--- src/rtl/spi_master_if.sv ---
// SPI master bus bundle: request/response handshake plus the four SPI pins.
// Latency: none (wiring only).
// Backpressure: none; start_i is only honoured while busy_o is low.
interface spi_master_if #(
    parameter int IO_COUNT = 16
);
    logic                start_i;
    logic [IO_COUNT-1:0] data_i;
    logic [IO_COUNT-1:0] data_o;
    logic                done_o;
    logic                busy_o;
    logic                nss_o;
    logic                sck_o;
    logic                sdo_o;
    logic                sdi_i;

    // Seen from the SPI master block.
    modport master (
        input  start_i,
        input  data_i,
        input  sdi_i,
        output data_o,
        output done_o,
        output busy_o,
        output nss_o,
        output sck_o,
        output sdo_o
    );

    // Seen from the user of the master and the attached SPI slave.
    modport slave (
        output start_i,
        output data_i,
        output sdi_i,
        input  data_o,
        input  done_o,
        input  busy_o,
        input  nss_o,
        input  sck_o,
        input  sdo_o
    );
endinterface

--- src/rtl/spi_master.sv ---
// SPI master: one full-duplex IO_COUNT-bit transfer per accepted start, MSB first.
// Latency: done_o (2*IO_COUNT+1)*DIV cycles after accept; busy_o drops DIV cycles later.
// Backpressure: start_i is accepted only while busy_o=0; starts during a transfer are dropped.
module spi_master #(
    parameter int IO_COUNT = 16,
    parameter bit CPOL     = 1'b0,
    parameter bit CPHA     = 1'b0,
    parameter int DIV      = 2
) (
    input  logic         clk_i,
    input  logic         rst_i,
    spi_master_if.master bus
);
    localparam int CW = (DIV > 1) ? $clog2(DIV) : 1;
    localparam int EW = $clog2(2 * IO_COUNT + 1);

    localparam logic [CW-1:0] CNT_RELOAD = CW'(DIV - 1);
    localparam logic [EW-1:0] LAST_EDGE  = EW'(2 * IO_COUNT);
    // The one non-sampling edge that must not advance the TX register:
    // the final trailing edge in CPHA=0, the first leading edge in CPHA=1.
    localparam logic [EW-1:0] NO_SHIFT_EDGE = CPHA ? EW'(1) : LAST_EDGE;

    typedef enum logic [2:0] {
        S_IDLE,
        S_SETUP,
        S_SHIFT,
        S_HOLD,
        S_GAP
    } state_t;

    state_t              state_q, state_d;
    logic [CW-1:0]       cnt_q, cnt_d;
    logic [EW-1:0]       edge_q, edge_d;
    logic [IO_COUNT-1:0] tx_q, tx_d;
    logic [IO_COUNT-1:0] rx_q, rx_d;
    logic [IO_COUNT-1:0] data_q, data_d;
    logic                nss_q, nss_d;
    logic                sck_q, sck_d;
    logic                busy_q, busy_d;
    logic                done_q, done_d;

    logic                tick;
    logic [EW-1:0]       edge_k;
    logic                sample_edge;

    // Phase timer expiry and the index of the SCK edge it would produce.
    assign tick        = (cnt_q == '0);
    assign edge_k      = edge_q + 1'b1;
    assign sample_edge = edge_k[0] ^ CPHA;

    // Next-state, shift-register and pin logic for the transfer sequencer.
    always_comb begin
        state_d = state_q;
        cnt_d   = cnt_q;
        edge_d  = edge_q;
        tx_d    = tx_q;
        rx_d    = rx_q;
        data_d  = data_q;
        nss_d   = nss_q;
        sck_d   = sck_q;
        busy_d  = busy_q;
        done_d  = 1'b0;

        unique case (state_q)
            S_IDLE: begin
                if (bus.start_i) begin
                    state_d = S_SETUP;
                    cnt_d   = CNT_RELOAD;
                    edge_d  = '0;
                    tx_d    = bus.data_i;
                    rx_d    = '0;
                    nss_d   = 1'b0;
                    busy_d  = 1'b1;
                end
            end

            // SETUP expiry produces edge 1, so both states share the edge logic.
            S_SETUP, S_SHIFT: begin
                if (tick) begin
                    cnt_d  = CNT_RELOAD;
                    edge_d = edge_k;
                    sck_d  = ~sck_q;
                    if (sample_edge) begin
                        rx_d = {rx_q[IO_COUNT-2:0], bus.sdi_i};
                    end else if (edge_k != NO_SHIFT_EDGE) begin
                        tx_d = {tx_q[IO_COUNT-2:0], 1'b0};
                    end
                    state_d = (edge_k == LAST_EDGE) ? S_HOLD : S_SHIFT;
                end else begin
                    cnt_d = cnt_q - 1'b1;
                end
            end

            S_HOLD: begin
                if (tick) begin
                    cnt_d   = CNT_RELOAD;
                    nss_d   = 1'b1;
                    data_d  = rx_q;
                    done_d  = 1'b1;
                    state_d = S_GAP;
                end else begin
                    cnt_d = cnt_q - 1'b1;
                end
            end

            // Keeps busy high so NSS stays deasserted for at least DIV cycles.
            S_GAP: begin
                if (tick) begin
                    busy_d  = 1'b0;
                    state_d = S_IDLE;
                end else begin
                    cnt_d = cnt_q - 1'b1;
                end
            end

            default: begin
                state_d = S_IDLE;
            end
        endcase
    end

    // State register; reset aborts any transfer without a completion strobe.
    always_ff @(posedge clk_i) begin
        if (rst_i) begin
            state_q <= S_IDLE;
            cnt_q   <= '0;
            edge_q  <= '0;
            tx_q    <= '0;
            rx_q    <= '0;
            data_q  <= '0;
            nss_q   <= 1'b1;
            sck_q   <= CPOL;
            busy_q  <= 1'b0;
            done_q  <= 1'b0;
        end else begin
            state_q <= state_d;
            cnt_q   <= cnt_d;
            edge_q  <= edge_d;
            tx_q    <= tx_d;
            rx_q    <= rx_d;
            data_q  <= data_d;
            nss_q   <= nss_d;
            sck_q   <= sck_d;
            busy_q  <= busy_d;
            done_q  <= done_d;
        end
    end

    assign bus.data_o = data_q;
    assign bus.done_o = done_q;
    assign bus.busy_o = busy_q;
    assign bus.nss_o  = nss_q;
    assign bus.sck_o  = sck_q;
    // MOSI is forced low whenever the slave is not selected.
    assign bus.sdo_o  = tx_q[IO_COUNT-1] & ~nss_q;
endmodule

--- src/flat_wrapper.sv ---
// flat-port wrapper written by rule: the top's interface ports become plain ports
module spi_master_flat 
#(
    parameter int IO_COUNT = 16,
    parameter bit CPOL     = 1'b0,
    parameter bit CPHA     = 1'b0,
    parameter int DIV      = 2
)
  (clk_i, rst_i, bus_start_i, bus_data_i, bus_sdi_i, bus_data_o, bus_done_o, bus_busy_o, bus_nss_o, bus_sck_o, bus_sdo_o);
  spi_master_if #(.IO_COUNT(IO_COUNT)) bus_i ();
  input  logic clk_i;
  input  logic rst_i;
  input wire logic [$bits(bus_i.start_i)-1:0] bus_start_i;
  input wire logic [$bits(bus_i.data_i)-1:0] bus_data_i;
  input wire logic [$bits(bus_i.sdi_i)-1:0] bus_sdi_i;
  output wire logic [$bits(bus_i.data_o)-1:0] bus_data_o;
  output wire logic [$bits(bus_i.done_o)-1:0] bus_done_o;
  output wire logic [$bits(bus_i.busy_o)-1:0] bus_busy_o;
  output wire logic [$bits(bus_i.nss_o)-1:0] bus_nss_o;
  output wire logic [$bits(bus_i.sck_o)-1:0] bus_sck_o;
  output wire logic [$bits(bus_i.sdo_o)-1:0] bus_sdo_o;
  assign bus_i.start_i = bus_start_i;
  assign bus_i.data_i = bus_data_i;
  assign bus_i.sdi_i = bus_sdi_i;
  assign bus_data_o = bus_i.data_o;
  assign bus_done_o = bus_i.done_o;
  assign bus_busy_o = bus_i.busy_o;
  assign bus_nss_o = bus_i.nss_o;
  assign bus_sck_o = bus_i.sck_o;
  assign bus_sdo_o = bus_i.sdo_o;
  spi_master #(.IO_COUNT(IO_COUNT), .CPOL(CPOL), .CPHA(CPHA), .DIV(DIV)) u_core (.clk_i(clk_i), .rst_i(rst_i), .bus(bus_i));
endmodule
--- config.mk ---
export PLATFORM = sky130hd
export DESIGN_NAME = spi_master_flat
export DESIGN_NICKNAME = d
export VERILOG_FILES = /design/src/rtl/spi_master_if.sv /design/src/rtl/spi_master.sv /design/src/flat_wrapper.sv
export SDC_FILE = /design/constraint.sdc
export NUM_CORES = 1
export LEC_CHECK = 0
export BUFFER_PORTS_ARGS = -buffer_cell sky130_fd_sc_hd__buf_4
export CORE_ASPECT_RATIO = 1.4
export CORE_MARGIN = 1.5
export CORE_UTILIZATION = 56
export CTS_CLUSTER_DIAMETER = 80
export DETAILED_ROUTE_END_ITERATION = 8
export GPL_TIMING_DRIVEN = 0
export PLACE_DENSITY = 0.88
export SLEW_MARGIN = 10
export SYNTH_ARGS = -nofsm -noshare
export SYNTH_HDL_FRONTEND = slang
export SYNTH_SLANG_ARGS = --single-unit
--- constraint.sdc ---
create_clock -name clk_i -period 2.3 [get_ports clk_i]
set_input_delay 0.46 -clock clk_i [delete_from_list [all_inputs] [get_ports clk_i]]
set_output_delay 0.46 -clock clk_i [all_outputs]
set_load 0.01 [all_outputs]
==> results_dict.tcl <==
set metrics [dict create \
    area_growth_pct 20.0 \
    overflow 0 \
    finalNonFillerCells 413 \
    fin_nets 368 \
    cp-end-kind "register" \
    synth_cell_type_count 44 \
    die_h_um 85.0 \
    status "finished clean" \
    gp_congestion 0.812 \
    slowest_delay_ns 0.40 \
    crit_chain "buf_4, nand3_1, o21a_1, o2111ai_4, clkbuf_1, a311oi_1" \
    yosys_warnings 0 \
    fin_crit_sh 0.815 \
    routedWlPerCell_um 14.0 \
    yosys-top-cells-area "dfxtp_1 (46%), a21oi_1 (7.4%), mux2i_1 (5.6%)" \
    cts_resized 0 \
    postCtsSetupRepairBufs 0 \
    worstPathRequired_ns 2.48 \
    crit_type "register to register" \
    period_needed_ns 1.87 \
    drc 0 \
    synth_common_cells "dfxtp_1 (62), a21oi_1 (40), nand2_1 (38)" \
    fillers 368 \
    synthMuxAreaShare 0.0558 \
    synth_xor_area_frac 0.0163 \
    p_leak_nw 1.28 \
    syn_inst 296 \
    holdBufCountCts 0 \
    cts_root_buffer "clkbuf_8" \
    grt_max_degree 11 \
    fin_skew_ns 0.00875 \
    first_global_vias 2314 \
    clkLatencyLatePin_ns 0.33 \
    yosys.area_share.simple 0.151 \
    tritoncts "built" \
    clkSlewWorstSetupHoldPaths_ns 0.07 \
    drt-initial-drc-count 141 \
    start_util 0.589 \
    setup_viol 0 \
    critPathSlowestCell "clkbuf_1" \
    irDropWorstVdd_mv 0.679 \
    rows 29 \
    fin_ws_ns 0.426 \
    synth_top_family_by_area "compound AO/OA/AOI/OAI gates" \
    layout-drive-gt1-share 0.234 \
    ioPinCount 41 \
    totalWireLength_um 5770 \
    ys_seq_elements 62 \
    start_kind "register" \
    drt_first_pass_iters 4 \
    vias 2326 \
    utilization 0.707 \
    io_buffer_count 39 \
    ctsLongestPathBuffers 2 \
    viasPerCell 5.63 \
    synth_compound_area_frac 0.248 \
    hold_viol_final 0 \
    crit_buf_inv 2 \
    final_antenna_net_count 0 \
    cts.sinks 62 \
    synthAdderAreaFrac 0.00929 \
    worstHoldPathType "primary input to register" \
    rsz0062_at_grt "false" \
    core_area_sq_mm 0.00457 \
    cts-buffers-inserted 9 \
    maxCapViolations 0 \
    syn_area_sq_mm 0.00269 \
    arrival_ns 2.06 \
    post-place-ws_ns 0.431 \
    place_hpwl_um 4040 \
    synth_top_area_cell "dfxtp_1" \
    htree_levels 3 \
    slew_viol_final 0 \
    grt_pass1_wl_um 9630 \
    synth-edff-count 0 \
    synth_fp_nets 318 \
    die_w_um 61.6 \
    grt_usage 0.243 \
    async_flop_share 0 \
    fmax_mhz 534 \
    dp_cells 397 \
    insertedDiodeCount 0 \
    antenna_found_initial 0 \
    yosysTopAreaCellShare 0.461 \
    dieArea_sq_mm 0.00524 \
    yosysMostFrequentCell "dfxtp_1" \
    cp_top_family "compound AO/OA/AOI/OAI gates" \
    cp_max_fo 10 \
    p_per_area_mw_per_mm2 1070 \
    seq_area_frac_synth 0.461 \
    avgSynthCellArea_sq_um 9.10 \
    maxSlewHeadroom 0.655 \
    synth_ff_type "dfxtp_1" \
    fin_tns_setup_ns 0 \
    tightest_slew_ns 0.517 \
]
## worst paths after layout
| check | from | slack [ns] | cells after the start | end |
|---|---|---|---|---|
| setup / recovery | u_core.edge_q[0]$_SDFFE_PP0P_ | 0.43 | 6 | u_core.tx_q[2]$_SDFFE_PP0P_ |
| hold / removal | bus_sdi_i | 0.40 | 3 | u_core.rx_q[0]$_SDFFE_PP0P_ |
| setup reg to reg | u_core.edge_q[0]$_SDFFE_PP0P_ | 0.43 | 6 | u_core.tx_q[2]$_SDFFE_PP0P_ |
| hold reg to reg | u_core.bus.data_o[3]$_SDFFE_PP0P_ | 0.46 | 2 | u_core.bus.data_o[3]$_SDFFE_PP0P_ |
## per-layer routing
layer | vias up | track usage | routed length, um
li1 | 1154 | - | -
met1 | 1098 | 0.280 | 2410
met2 | 58 | 0.388 | 2950
met3 | 16 | 0.0518 | 217
met4 | 0 | 0.161 | 193
met5 | - | 0 | 0
## area by class of cell
| type | instances | area (sq um) | area share |
|---|---|---|---|
| Buffer | 26 | 149 | 0.0461 |
| Multi-Input combinational cell | 206 | 1290 | 0.401 |
| Tap cell | 62 | 77.6 | 0.0240 |
| Clock inverter | 4 | 22.5 | 0.00697 |
| Clock buffer | 12 | 145 | 0.0449 |
| Inverter | 2 | 7.51 | 0.00232 |
| Timing Repair Buffer | 39 | 293 | 0.0906 |
| Sequential cell | 62 | 1240 | 0.384 |
## layout by cell type (no fill, tap or decap), types with 3 or more instances in the layout
master	count
dfxtp_1	62
buf_4	47
a21oi_1	40
nand2_1	38
nor2_1	33
a22oi_1	16
mux2i_1	15
a311oi_1	15
clkbuf_1	12
clkbuf_8	10
buf_2	5
nand3_1	5
xnor2_1	4
o21ai_0	4
a211oi_1	4
nor3_1	3
clkinv_2	3
## state kept, by name (all words and copies together), names as in the netlist
signal             cells
u_core.state_q         3
u_core.rx_q           16
u_core.bus.data_o     16
u_core.bus.nss_o       1
u_core.tx_q           16
u_core.bus.busy_o      1
u_core.bus.done_o      1
u_core.edge_q          6
u_core.bus.sck_o       1
u_core.cnt_q           1
## cells by family (layout without fill, tap and decap cells)
group / after synthesis / count (layout)
compound gates: 93 / 93
xor+xnor: 5 / 5
fa+ha+maj: 2 / 2
buf+inv: 28 / 83
flops: 62 / 62
mux: 15 / 15
simple gates: 91 / 91
## power breakdown
group	leakage (nW)	internal, mW	total (mW)	switching, mW
clock	0.0861	0.415	0.806	0.392
sequential	0.505	1.24	1.34	0.0954
combinational	0.688	0.570	1.30	0.727
## through the flow
step,power (mW),area [sq um],hold slack [ns]
after detailed placement,2.65,3060,0.451
after CTS,3.47,3230,0.392
after floorplan,2.37,2690,0.432
after global placement,2.61,3060,0.446
final,3.44,3230,0.399
after global routing,3.67,3230,0.395
## worst min-delay path, stage by stage
cell	delay (ns)
buf_4	0.08
a22oi_1	0.07
nor2_1	0.09
No activity file was read; power rests on OpenSTA's default activity.
